### config.mk
export PLATFORM = sky130hd
export DESIGN_NAME = register_file
export DESIGN_NICKNAME = d
export VERILOG_FILES = /design/src/rtl/register_file.sv
export SDC_FILE = /design/constraint.sdc
export NUM_CORES = 1
export LEC_CHECK = 0
export CAP_MARGIN = 20
export CORE_MARGIN = 2
export CORE_UTILIZATION = 55
export CTS_CLUSTER_SIZE = 12
export DETAILED_ROUTE_END_ITERATION = 8
export PLACE_DENSITY = 0.87
export SETUP_SLACK_MARGIN = 0.1
export SYNTH_ARGS = -nofsm -noshare
export SYNTH_HDL_FRONTEND = slang
export SYNTH_SLANG_ARGS = --single-unit
### constraint.sdc
create_clock -name CLK -period 5.5 [get_ports CLK]
set_clock_uncertainty 0.15 [all_clocks]
set_input_delay 1.1 -clock CLK [delete_from_list [all_inputs] [get_ports CLK]]
set_output_delay 1.1 -clock CLK [all_outputs]
set_load 0.01 [all_outputs]
### src/rtl/register_file.sv
// Multi-entry datapath register file: one op-applying write port, two async read ports,
// registered N/Z/C flags with VALID/ERR strobes for the status-register logic.
module register_file #(
  parameter int              WIDTH     = 8,
  parameter int              NREGS     = 4,
  parameter int              ADDR_W    = 2,
  parameter logic [WIDTH-1:0] RESET_VAL = '0,
  parameter int              SP_INDEX  = 3,
  parameter logic [WIDTH-1:0] SP_RESET  = '1
) (
  input  logic              CLK,
  input  logic              RST,
  input  logic              CE,
  input  logic [2:0]        OP,
  input  logic [ADDR_W-1:0] WADDR,
  input  logic [WIDTH-1:0]  IN,
  input  logic              CIN,
  input  logic [ADDR_W-1:0] RADDR_A,
  input  logic [ADDR_W-1:0] RADDR_B,
  output logic [WIDTH-1:0]  OUT_A,
  output logic [WIDTH-1:0]  OUT_B,
  output logic              N_FLAG,
  output logic              Z_FLAG,
  output logic              C_FLAG,
  output logic              VALID,
  output logic              ERR
);

  localparam logic [2:0] OP_NOP  = 3'b000;
  localparam logic [2:0] OP_LOAD = 3'b001;
  localparam logic [2:0] OP_INC  = 3'b010;
  localparam logic [2:0] OP_DEC  = 3'b011;
  localparam logic [2:0] OP_ASL  = 3'b100;
  localparam logic [2:0] OP_LSR  = 3'b101;
  localparam logic [2:0] OP_ROL  = 3'b110;
  localparam logic [2:0] OP_ROR  = 3'b111;

  logic [WIDTH-1:0] regs_q [NREGS];
  logic             n_q, z_q, c_q, valid_q, err_q;

  logic [WIDTH-1:0] cur, res_d;
  logic             hit, c_d, c_upd, exec_d, err_d;

  // Address decode by loop so out-of-range addresses never index storage.
  always_comb begin
    OUT_A = '0;
    OUT_B = '0;
    cur   = '0;
    hit   = 1'b0;
    for (int i = 0; i < NREGS; i++) begin
      if (RADDR_A == ADDR_W'(i)) OUT_A = regs_q[i];
      if (RADDR_B == ADDR_W'(i)) OUT_B = regs_q[i];
      if (WADDR == ADDR_W'(i)) begin
        cur = regs_q[i];
        hit = 1'b1;
      end
    end
  end

  always_comb begin
    res_d = cur;
    c_d   = c_q;
    c_upd = 1'b0;
    unique case (OP)
      OP_NOP:  res_d = cur;
      OP_LOAD: res_d = IN;
      OP_INC:  res_d = cur + WIDTH'(1);
      OP_DEC:  res_d = cur - WIDTH'(1);
      OP_ASL:  begin res_d = {cur[WIDTH-2:0], 1'b0}; c_d = cur[WIDTH-1]; c_upd = 1'b1; end
      OP_LSR:  begin res_d = {1'b0, cur[WIDTH-1:1]}; c_d = cur[0];       c_upd = 1'b1; end
      OP_ROL:  begin res_d = {cur[WIDTH-2:0], CIN};  c_d = cur[WIDTH-1]; c_upd = 1'b1; end
      OP_ROR:  begin res_d = {CIN, cur[WIDTH-1:1]};  c_d = cur[0];       c_upd = 1'b1; end
      default: res_d = cur;
    endcase
  end

  assign exec_d = CE && (OP != OP_NOP) && hit;
  assign err_d  = CE && (OP != OP_NOP) && !hit;

  always_ff @(posedge CLK) begin
    if (RST) begin
      for (int i = 0; i < NREGS; i++)
        regs_q[i] <= (i == SP_INDEX) ? SP_RESET : RESET_VAL;
      n_q     <= 1'b0;
      z_q     <= 1'b0;
      c_q     <= 1'b0;
      valid_q <= 1'b0;
      err_q   <= 1'b0;
    end else begin
      valid_q <= exec_d;
      err_q   <= err_d;
      if (exec_d) begin
        for (int i = 0; i < NREGS; i++)
          if (WADDR == ADDR_W'(i)) regs_q[i] <= res_d;
        n_q <= res_d[WIDTH-1];
        z_q <= (res_d == '0);
        if (c_upd) c_q <= c_d;
      end
    end
  end

  assign N_FLAG = n_q;
  assign Z_FLAG = z_q;
  assign C_FLAG = c_q;
  assign VALID  = valid_q;
  assign ERR    = err_q;

endmodule

==> flow_summary.json <==
{
  "outcome": "finished, final reports clean",
  "routed_wl_microns": 7770,
  "htree_levels": 2,
  "leakage_nw": 1.24,
  "synthXorXnorAreaFrac_pct": 1.23,
  "intPower_uw": 520,
  "rsz0062_at_grt": "no",
  "grt_max_degree": 32,
  "ios": 42,
  "worst_slew_pin_slew_ps": 1280,
  "first_global_vias": 2408,
  "dr.pass1.iters": 5,
  "cts_buffers": 5,
  "synth_edf_count": 32,
  "fp.dieH_microns": 75.9,
  "ys.flop_type": "edfxtp_1",
  "power_density_mw_per_mm2": 221,
  "comb_power_share_pct": 31.9,
  "cts_root_buf": "clkbuf_8",
  "initial_core_util_pct": 56.3,
  "ys_warn_count": 0,
  "fp.dieW_microns": 75.9,
  "hold_path.class": "reg2reg",
  "clkLatencyLatePin_ps": 290,
  "tritoncts": "built",
  "fin_nets": 334,
  "core_area_sq_mm": 0.00504,
  "avgRoutedWirePerCell_microns": 20.6,
  "finalSetupTns_ps": 0,
  "detail-route-antenna-nets": 0,
  "io_buffers": 41,
  "area_growth_pct": 20.1,
  "synth_compound_area_share_pct": 14.1,
  "worstPathMaxFanout": 8,
  "synth_top_family_by_area": "multiplexers",
  "seqCellArea_sq_mm": 0.00106,
  "min_period_ps": 4650,
  "post-route-period-util_pct": 84.6,
  "clock_sinks": 37,
  "postCtsSetupBuffers": 0,
  "synthesis.area_sq_mm": 0.00284,
  "final_common_cell": "clkdlybuf4s50_1",
  "peakVddDrop_mv": 0.212,
  "cts-resized-gates": 0,
  "routabilityCongestion": 0.949,
  "ys_types": 59,
  "vias_per_cell": 6.64,
  "setup_viol": 0,
  "max_slew_margin_pct": 14.2,
  "postCtsHoldBufs": 0,
  "synth-seq-cells": 37,
  "final_core_util_pct": 67.6,
  "vias": 2502,
  "syn_area_per_cell_sq_um": 10.7,
  "power.share.clock_pct": 24.2,
  "drive_gt1_share_pct": 14.7,
  "required_ps": 5330,
  "layout_common_cells": "clkdlybuf4s50_1, nor2_1, edfxtp_1",
  "syn-num-nets": 294,
  "dp_hpwl_microns": 5730,
  "startpoint_type": "primary input",
  "finalHoldViolations": 0,
  "end_kind": "register",
  "yosys.area_share.simple_pct": 17.8,
  "arrival_ps": 4490,
  "ys_seq_area_share_pct": 37.4,
  "fmax_mhz": 215,
  "switching_share_pct": 31.1,
  "maxCapViolCount": 0,
  "track_usage_pct": 29.8,
  "grt-ovfl-total": 0,
  "synthAdderAreaFrac_pct": 3.35,
  "path_clk_slew_ps": 80,
  "clock_path_buffers": 2,
  "path_class": "in2reg",
  "synth-async-reset-ratio_pct": 0,
  "die_area_sq_mm": 0.00575,
  "pwr-share-seq_pct": 43.9,
  "n_antenna_cell": 0,
  "syn_inst": 266,
  "preCtsSetupSlack_ps": 616,
  "num_rows": 26,
  "drt_iter0_markers": 285,
  "synth_mux_area_share_pct": 22.8,
  "power_switching_uw": 235,
  "grt_antenna_before_repair": 0,
  "grt_pass1_wl_microns": 12100,
  "multi_input_area_sq_mm": 0.00169,
  "fillCellCount": 390,
  "drc": 0,
  "r2r_slack_ps": 2040,
  "setup_slack_ps": 847,
  "drv_slew": 0
}
==> stage by stage <==
step | instances | hold WS [ps] | power (mW) | area (sq um)
floorplan | 266 | 371 | 0.483 | 2840
global placement | 369 | 356 | 0.567 | 3320
detailed placement | 369 | 384 | 0.571 | 3320
CTS | 377 | 395 | 0.752 | 3410
global route | 377 | 415 | 0.785 | 3410
finish | 377 | 391 | 0.755 | 3410
==> kinds of logic (layout without fill, tap and decap cells) <==
family | Yosys count | count (layout)
multiplexers | 35 | 35
adder cells (fa/ha/maj) | 7 | 7
buffers and inverters | 22 | 63
XOR/XNOR | 4 | 4
flip-flops | 37 | 37
other | 1 | 1
AND/OR/NAND/NOR | 103 | 103
AO/OA/AOI/OAI | 57 | 57
==> cell type report <==
| cell class | count | share of cell area, % |
|---|---|---|
| inverters | 7 | 0.770 |
| well taps | 70 | 2.57 |
| clock inverters | 3 | 0.514 |
| repair buffers | 48 | 13.6 |
| clock buffers | 5 | 2.02 |
| flip-flops and latches | 37 | 31.1 |
| multi-input cells | 207 | 49.4 |
==> synthesized netlist by cell type, types with 5 or more instances <==
library cell | instances | area [sq um]
nor2_1 | 35 | 131
edfxtp_1 | 32 | 961
nand2_1 | 23 | 86.3
mux4_2 | 19 | 428
a21oi_1 | 11 | 55.1
clkbuf_1 | 9 | 33.8
o21ai_0 | 9 | 45.0
nand3_1 | 8 | 40.0
inv_1 | 7 | 26.3
mux2i_1 | 7 | 70.1
ha_1 | 6 | 75.1
nor2b_1 | 6 | 37.5
nor3_1 | 6 | 30.0
dfxtp_1 | 5 | 100
mux2_2 | 5 | 56.3
o22ai_1 | 5 | 31.3
==> power by group through the flow <==
stage                     clock, mW  combinational, mW  sequential, mW
after CTS                     0.185              0.236           0.331
after global routing          0.194              0.258           0.332
final                         0.183              0.241           0.331
after global placement            0              0.232           0.335
after detailed placement          0              0.234           0.337
after floorplan                   0              0.150           0.333
==> path summary, 6_finish.rpt <==
path / startpoint / to / cells past startpoint
setup reg to reg: regs_q[0][2] / regs_q[3][7] / 8
hold reg to reg: C_FLAG / C_FLAG / 2
setup / recovery: OP[1] / regs_q[3][7] / 10
hold / removal: C_FLAG / C_FLAG / 2
==> routing by layer <==
layer	global-route usage (%)	vias up	wire length (microns)
met1	39.9	1192	2900
met2	46.6	175	3700
met5	0	-	0
li1	-	1107	-
met4	14.8	0	261
met3	5.95	28	909
==> worst max-delay path, cell delays in order <==
cell             delay (ps)
clkdlybuf4s50_1         470
nor2b_1                 480
and2_1                  470
ha_1                    380
and3b_1                 190
a221o_1                 370
or3_1                   390
nand3_2                 120
mux2i_2                 390
nand3_1                 120
==> state kept, by name (all words and copies together), names as in the netlist <==
name / cells
ERR: 1
regs_q: 32
Z_FLAG: 1
VALID: 1
N_FLAG: 1
C_FLAG: 1
(Power assumes the default switching activity.)
